$ cat src/rtl/sprite_pkg.sv
// Shared constants, types and the per-axis step helper for the sprite position controller.
// Defining SPRITE_WRAP_EN turns edge clamping into wrap-around.
package sprite_pkg;

  localparam int HRES        = 640;
  localparam int VRES        = 480;
  localparam int SPRITE_SIZE = 64;
  localparam int MAX_X       = HRES - SPRITE_SIZE;
  localparam int MAX_Y       = VRES - SPRITE_SIZE;

  // Bit positions of the buttons inside the packed button vectors.
  localparam int BTN_RIGHT = 0;
  localparam int BTN_LEFT  = 1;
  localparam int BTN_DOWN  = 2;
  localparam int BTN_UP    = 3;

  typedef logic [9:0] pos_t;

  typedef enum logic [1:0] {
    IDLE,
    ARMED,
    UPDATE
  } state_t;

  // One step along one axis; 11-bit signed so that 0 - step is seen as negative.
  function automatic pos_t step_axis(input pos_t pos, input logic dec, input logic inc,
                                     input int step, input int max_pos);
    logic signed [10:0] cur;
    logic signed [10:0] delta;
    logic signed [10:0] nxt;
    logic signed [10:0] lim;
    pos_t               res;
    cur   = signed'({1'b0, pos});
    lim   = 11'(max_pos);
    delta = '0;
    if (inc && !dec) begin
      delta = 11'(step);
    end else if (dec && !inc) begin
      delta = -11'(step);
    end
    nxt = cur + delta;
    res = nxt[9:0];
`ifdef SPRITE_WRAP_EN
    if (nxt[10]) begin
      res = lim[9:0];
    end else if (nxt > lim) begin
      res = '0;
    end
`else
    if (nxt[10]) begin
      res = '0;
    end else if (nxt > lim) begin
      res = lim[9:0];
    end
`endif
    return res;
  endfunction

endpackage

$ cat src/rtl/button_debouncer.sv
// Two-flop synchroniser followed by a consecutive-cycle debounce counter for one button.
// level_next exposes the value level takes on the coming edge.
module button_debouncer
  import sprite_pkg::*;
#(
  parameter int DB_CYCLES = 500000
) (
  input  logic clk,
  input  logic rst_n,
  input  logic btn_raw,
  output logic level,
  output logic level_next
);

  localparam int CW = $clog2(DB_CYCLES + 1);

  logic          sync1_q, sync1_d;
  logic          sync2_q, sync2_d;
  logic          db_q, db_d;
  logic [CW-1:0] cnt_q, cnt_d;

  always_comb begin
    sync1_d = btn_raw;
    sync2_d = sync1_q;
    db_d    = db_q;
    cnt_d   = '0;
    // A sample equal to the current level leaves cnt_d at 0, restarting the run.
    if (sync2_q != db_q) begin
      if (cnt_q == CW'(DB_CYCLES - 1)) begin
        db_d = sync2_q;
      end else begin
        cnt_d = cnt_q + CW'(1);
      end
    end
  end

  always_ff @(posedge clk or negedge rst_n) begin
    if (!rst_n) begin
      sync1_q <= 1'b0;
      sync2_q <= 1'b0;
      db_q    <= 1'b0;
      cnt_q   <= '0;
    end else begin
      sync1_q <= sync1_d;
      sync2_q <= sync2_d;
      db_q    <= db_d;
      cnt_q   <= cnt_d;
    end
  end

  assign level      = db_q;
  assign level_next = db_d;

endmodule

$ cat src/rtl/sprite_position_controller.sv
// Moves the sprite one STEP per axis per frame from four debounced buttons.
// Define SPRITE_WRAP_EN to wrap at the screen edges instead of clamping.
module sprite_position_controller
  import sprite_pkg::*;
#(
  parameter int STEP      = 4,
  parameter int DB_CYCLES = 500000,
  parameter int INIT_X    = 288,
  parameter int INIT_Y    = 208
) (
  input  logic       clk,
  input  logic       rst_n,
  input  logic       btn_up,
  input  logic       btn_down,
  input  logic       btn_left,
  input  logic       btn_right,
  input  logic       frame_end,
  output logic [9:0] posx,
  output logic [9:0] posy,
  output logic       moving
);

  logic [3:0] btn_raw;
  logic [3:0] lvl;
  logic [3:0] lvl_next;

  assign btn_raw = {btn_up, btn_down, btn_left, btn_right};

  generate
    for (genvar gi = 0; gi < 4; gi++) begin : g_btn
      button_debouncer #(
        .DB_CYCLES(DB_CYCLES)
      ) u_db (
        .clk       (clk),
        .rst_n     (rst_n),
        .btn_raw   (btn_raw[gi]),
        .level     (lvl[gi]),
        .level_next(lvl_next[gi])
      );
    end
  endgenerate

  state_t state_q, state_d;
  pos_t   posx_q, posx_d;
  pos_t   posy_q, posy_d;
  logic   moving_q, moving_d;

  always_comb begin
    state_d  = state_q;
    posx_d   = posx_q;
    posy_d   = posy_q;
    // Built from the debouncers' next levels so moving rises on the same edge they do.
    moving_d = |lvl_next;
    case (state_q)
      IDLE: begin
        if (moving_q) state_d = ARMED;
      end
      ARMED: begin
        if (frame_end) begin
          state_d = UPDATE;
        end else if (!moving_q) begin
          state_d = IDLE;
        end
      end
      UPDATE: begin
        state_d = moving_q ? ARMED : IDLE;
        posx_d  = step_axis(posx_q, lvl[BTN_LEFT], lvl[BTN_RIGHT], STEP, MAX_X);
        posy_d  = step_axis(posy_q, lvl[BTN_UP], lvl[BTN_DOWN], STEP, MAX_Y);
      end
      default: state_d = IDLE;
    endcase
  end

  always_ff @(posedge clk or negedge rst_n) begin
    if (!rst_n) begin
      state_q  <= IDLE;
      posx_q   <= pos_t'(INIT_X);
      posy_q   <= pos_t'(INIT_Y);
      moving_q <= 1'b0;
    end else begin
      state_q  <= state_d;
      posx_q   <= posx_d;
      posy_q   <= posy_d;
      moving_q <= moving_d;
    end
  end

  assign posx   = posx_q;
  assign posy   = posy_q;
  assign moving = moving_q;

endmodule

$ cat config.mk
export PLATFORM = sky130hd
export DESIGN_NAME = sprite_position_controller
export DESIGN_NICKNAME = d
export VERILOG_FILES = /design/src/rtl/sprite_pkg.sv /design/src/rtl/button_debouncer.sv /design/src/rtl/sprite_position_controller.sv
export SDC_FILE = /design/constraint.sdc
export NUM_CORES = 1
export LEC_CHECK = 0
export ABC_CLOCK_PERIOD_IN_PS = 4700
export BUFFER_PORTS_ARGS = -buffer_cell sky130_fd_sc_hd__buf_2
export CAP_MARGIN = 0
export CORE_MARGIN = 2
export CORE_UTILIZATION = 51
export DETAILED_ROUTE_END_ITERATION = 8
export GPL_TIMING_DRIVEN = 0
export PLACE_DENSITY = 0.75
export SLEW_MARGIN = 20
export SYNTH_ARGS = -nofsm -noshare
export SYNTH_HDL_FRONTEND = slang
export SYNTH_SLANG_ARGS = --single-unit
$ cat constraint.sdc
create_clock -name clk -period 4.7 [get_ports clk]
set_clock_uncertainty 0.15 [all_clocks]
set_input_delay 0.235 -clock clk [delete_from_list [all_inputs] [get_ports clk]]
set_output_delay 0.235 -clock clk [all_outputs]
set_load 0.02 [all_outputs]
==> results_dict.tcl <==
set metrics [dict create \
    outcome "finished clean" \
    synth_mux_area_frac 0.007251 \
    p_per_area_mw_per_mm2 263.3 \
    mappedNetlistArea_sq_mm 0.005867 \
    vias 4423 \
    timing.max_slew.rel_slack 0.5308 \
    cell_total_after_placement 781 \
    drtAntennaViolNets 0 \
    drive_above_1_share 0.1303 \
    synth_top_family_by_area "simple AND/OR/NAND/NOR gates" \
    initial_antenna_violation_count 0 \
    filler_instances 982 \
    synthMostInstantiatedCell "dfrtp_1" \
    critical_path.reg2reg.startpoint "g_btn[2].u_db.level" \
    synthFlopType "dfrtp_1" \
    vias_in_the_first_global_route 4344 \
    worst_ep_required_time_ns 4.83 \
    period_needed_ns 3.450 \
    cts_made_buffers 9 \
    clk_transition_reported_paths_ns 0.07 \
    drc 0 \
    synth_cell_type_count 69 \
    global_placer_s_final_weighted_congestion 0.8996 \
    finish.net_count 676 \
    die_height_um 111.3 \
    post_synth_fa_ha_maj_area_fraction 0.02986 \
    synth-compound-area-share 0.1019 \
    die_width_um 111.3 \
    rsz_0062_raised_after_global_routing "no" \
    timing.critical_path.arrival_ns 3.58 \
    clock_tree.htree_level_count 3 \
    number_of_flip_flops_and_latches_in_the_synthesized_netlist 107 \
    maxSlewViolCount 0 \
    reg2reg_setup_slack_ns 1.25 \
    post-synth-top-area-fraction 0.4351 \
    top_level_ports 28 \
    async_reset_ff_frac 1.000 \
    cts_root_buffer "clkbuf_16" \
    insertion_delay_ns 0.35 \
    grt_pass1_wl_mm 19.55 \
    reg2reg_depth 13 \
    count_of_flip_flops_with_a_built_in_enable_after_synthesis 0 \
    final_design_area_no_fill_sq_mm 0.006548 \
    hold_violations 0 \
    clock_path_buffers 2 \
    num_rows 39 \
    synth_cells 611 \
    post_synth_xor_area_fraction 0.1327 \
    reg2reg_to "posy[6]" \
    pin_count_of_the_biggest_net_entering_global_routing 62 \
    whs_ns 0.2026 \
    max_cap_viol_count 0 \
    synthesis.area_per_instance_sq_um 9.602 \
    post_drt_via_cell_ratio 5.508 \
    worst_pin_slew_ns 0.6991 \
    io_buffer_count 23 \
    cts_tree "done" \
    final.setup.tns_ns 0 \
    synthTopCellsByCount "dfrtp_1, nor2_1, xor2_1, nand2_1, xnor2_1" \
    place.detailed.hpwl_mm 7.923 \
    yosysWarnings 0 \
    synth_top_cell_by_area "dfrtp_1" \
    globalRoute.totalOverflow 0 \
    initialDrtViolationCount 307 \
    setup.worst_path.end_class "register" \
    power.ir.vdd_worst_v 0.0001525 \
    max_freq_mhz 289.9 \
    worst_hold_path.endpoint "g_btn[2].u_db.sync2_q" \
    finalPower_uw 1724 \
    flow.area_growth_from_synthesis_pct 11.60 \
    coreArea_sq_mm 0.01132 \
    final_min_period_over_clock_period 0.7340 \
    initial_utilization 0.5182 \
    kind_of_launch_point_of_the_worst_setup_path "register" \
    insertedDiodeCount 0 \
    detail_route.wirelength_mm 11.24 \
    finish.cell_count_without_fillers 803 \
    overall_global_routing_resource_usage 0.1876 \
    placed_cell_area_sq_mm 0.006206 \
    firstDrtPassIters 4 \
    yosys-top-cells-area "dfrtp_1, xor2_1, nor2_1" \
    worstSetupPathType "register to register" \
    hold_class "register to register" \
    power_leakage_uw 0.002972 \
    post_synth_and_or_nand_nor_area_fraction 0.2280 \
    tritoncts_sink_count 107 \
    min_delay_path_depth 0 \
    worst-path-max-fanout 10 \
    die-area_sq_mm 0.01238 \
    finalSetupViolations 0 \
    worstHoldStart "g_btn[2].u_db.sync1_q" \
    synth.yosys.seq_area_share 0.4575 \
    wl_per_cell_um 14.00 \
]
-- where the power goes --
group          internal, uW  switching, uW  leakage [uW]
clock network           367            351      0.000137
registers               932           9.99       0.00145
logic                  21.8           41.3       0.00139
-- metrics by stage --
stage | setup slack, ns | utilization
after global placement | 1.379 | 0.5452
after CTS | 1.283 | 0.5784
after global routing | 1.003 | 0.5784
after detailed placement | 1.318 | 0.5482
after floorplan | 1.801 | -
final | 1.250 | 0.5784
-- worst max-delay path: stages, from the launching register on --
cell      delay, ns
dfrtp_1        0.40
inv_1          0.14
ha_1           0.28
buf_2          0.23
buf_4          0.22
xor2_1         0.16
ha_1           0.31
and4bb_1       0.22
a21oi_1        0.04
a31oi_1        0.17
nor3_1         0.08
xnor2_1        0.55
o41ai_1        0.21
a22o_1         0.22
-- routing by layer --
layer	wire length [um]	GRT usage
met2	5444	0.3081
met1	5313	0.2557
met3	343	0.03499
met4	139	0.05432
met5	0	0
-- state kept, by name, indices dropped and copies added (netlist names) --
| signal | cells |
|---|---|
| g_btn.u_db.cnt_q | 76 |
| posx | 8 |
| posy | 8 |
| g_btn.u_db.level | 4 |
| g_btn.u_db.sync1_q | 4 |
| g_btn.u_db.sync2_q | 4 |
| state_q | 2 |
| moving | 1 |
-- area by class of cell --
class / instances / area (sq um) / share of cell area
clock inverters: 7 / 56.30 / 0.008599
inverters: 21 / 78.83 / 0.01204
multi-input cells: 456 / 2947 / 0.4500
repair buffers: 30 / 209.0 / 0.03191
clock buffers: 9 / 225.2 / 0.03440
flip-flops and latches: 107 / 2684 / 0.4099
plain buffers: 30 / 168.9 / 0.02580
well taps: 143 / 178.9 / 0.02733
-- cells by family after synthesis --
family	Yosys count
AO/OA/AOI/OAI	80
XOR/XNOR	88
adder cells (fa/ha/maj)	14
flip-flops	107
buffers and inverters	51
AND/OR/NAND/NOR	266
other	1
multiplexers	4
-- what timing repair did --
item / 4_1_cts / 5_1_grt
endpoints found under the hold margin: 50 / 0
gates resized for setup: 0 / 0
hold buffers: 6 / 0
buffers inserted: 0 / 0
-- cells in the final DEF, fill, tap and decap left out, types with 8 or more instances in the layout --
cell type  Yosys  final
a21oi_1       15     15
ha_1          14     14
nor2_1       100    100
nand3_1       32     32
o21ai_0       11     11
clkbuf_16      0      9
nand4_1       14     14
buf_2         12     34
nand2_1       45     45
dfrtp_1      102    102
xnor2_1       36     36
inv_1         20     20
xor2_1        51     51
and3_1        14     14
clkbuf_1       8      8
nor3_1         8      8
-- worst max-delay path by stage --
| stage | start | endpoint | slack, ns | cells after the start |
|---|---|---|---|---|
| after floorplan | g_btn[2].u_db.level | posy[2] | 1.80 | 13 |
| after global placement | g_btn[2].u_db.level | posy[6] | 1.38 | 13 |
| after detailed placement | g_btn[2].u_db.level | posy[6] | 1.32 | 13 |
| after CTS | g_btn[2].u_db.level | posy[6] | 1.28 | 13 |
| after global routing | g_btn[2].u_db.level | posy[6] | 1.00 | 13 |
| final | g_btn[2].u_db.level | posy[6] | 1.25 | 13 |
Power figures use the tool's default switching activity.
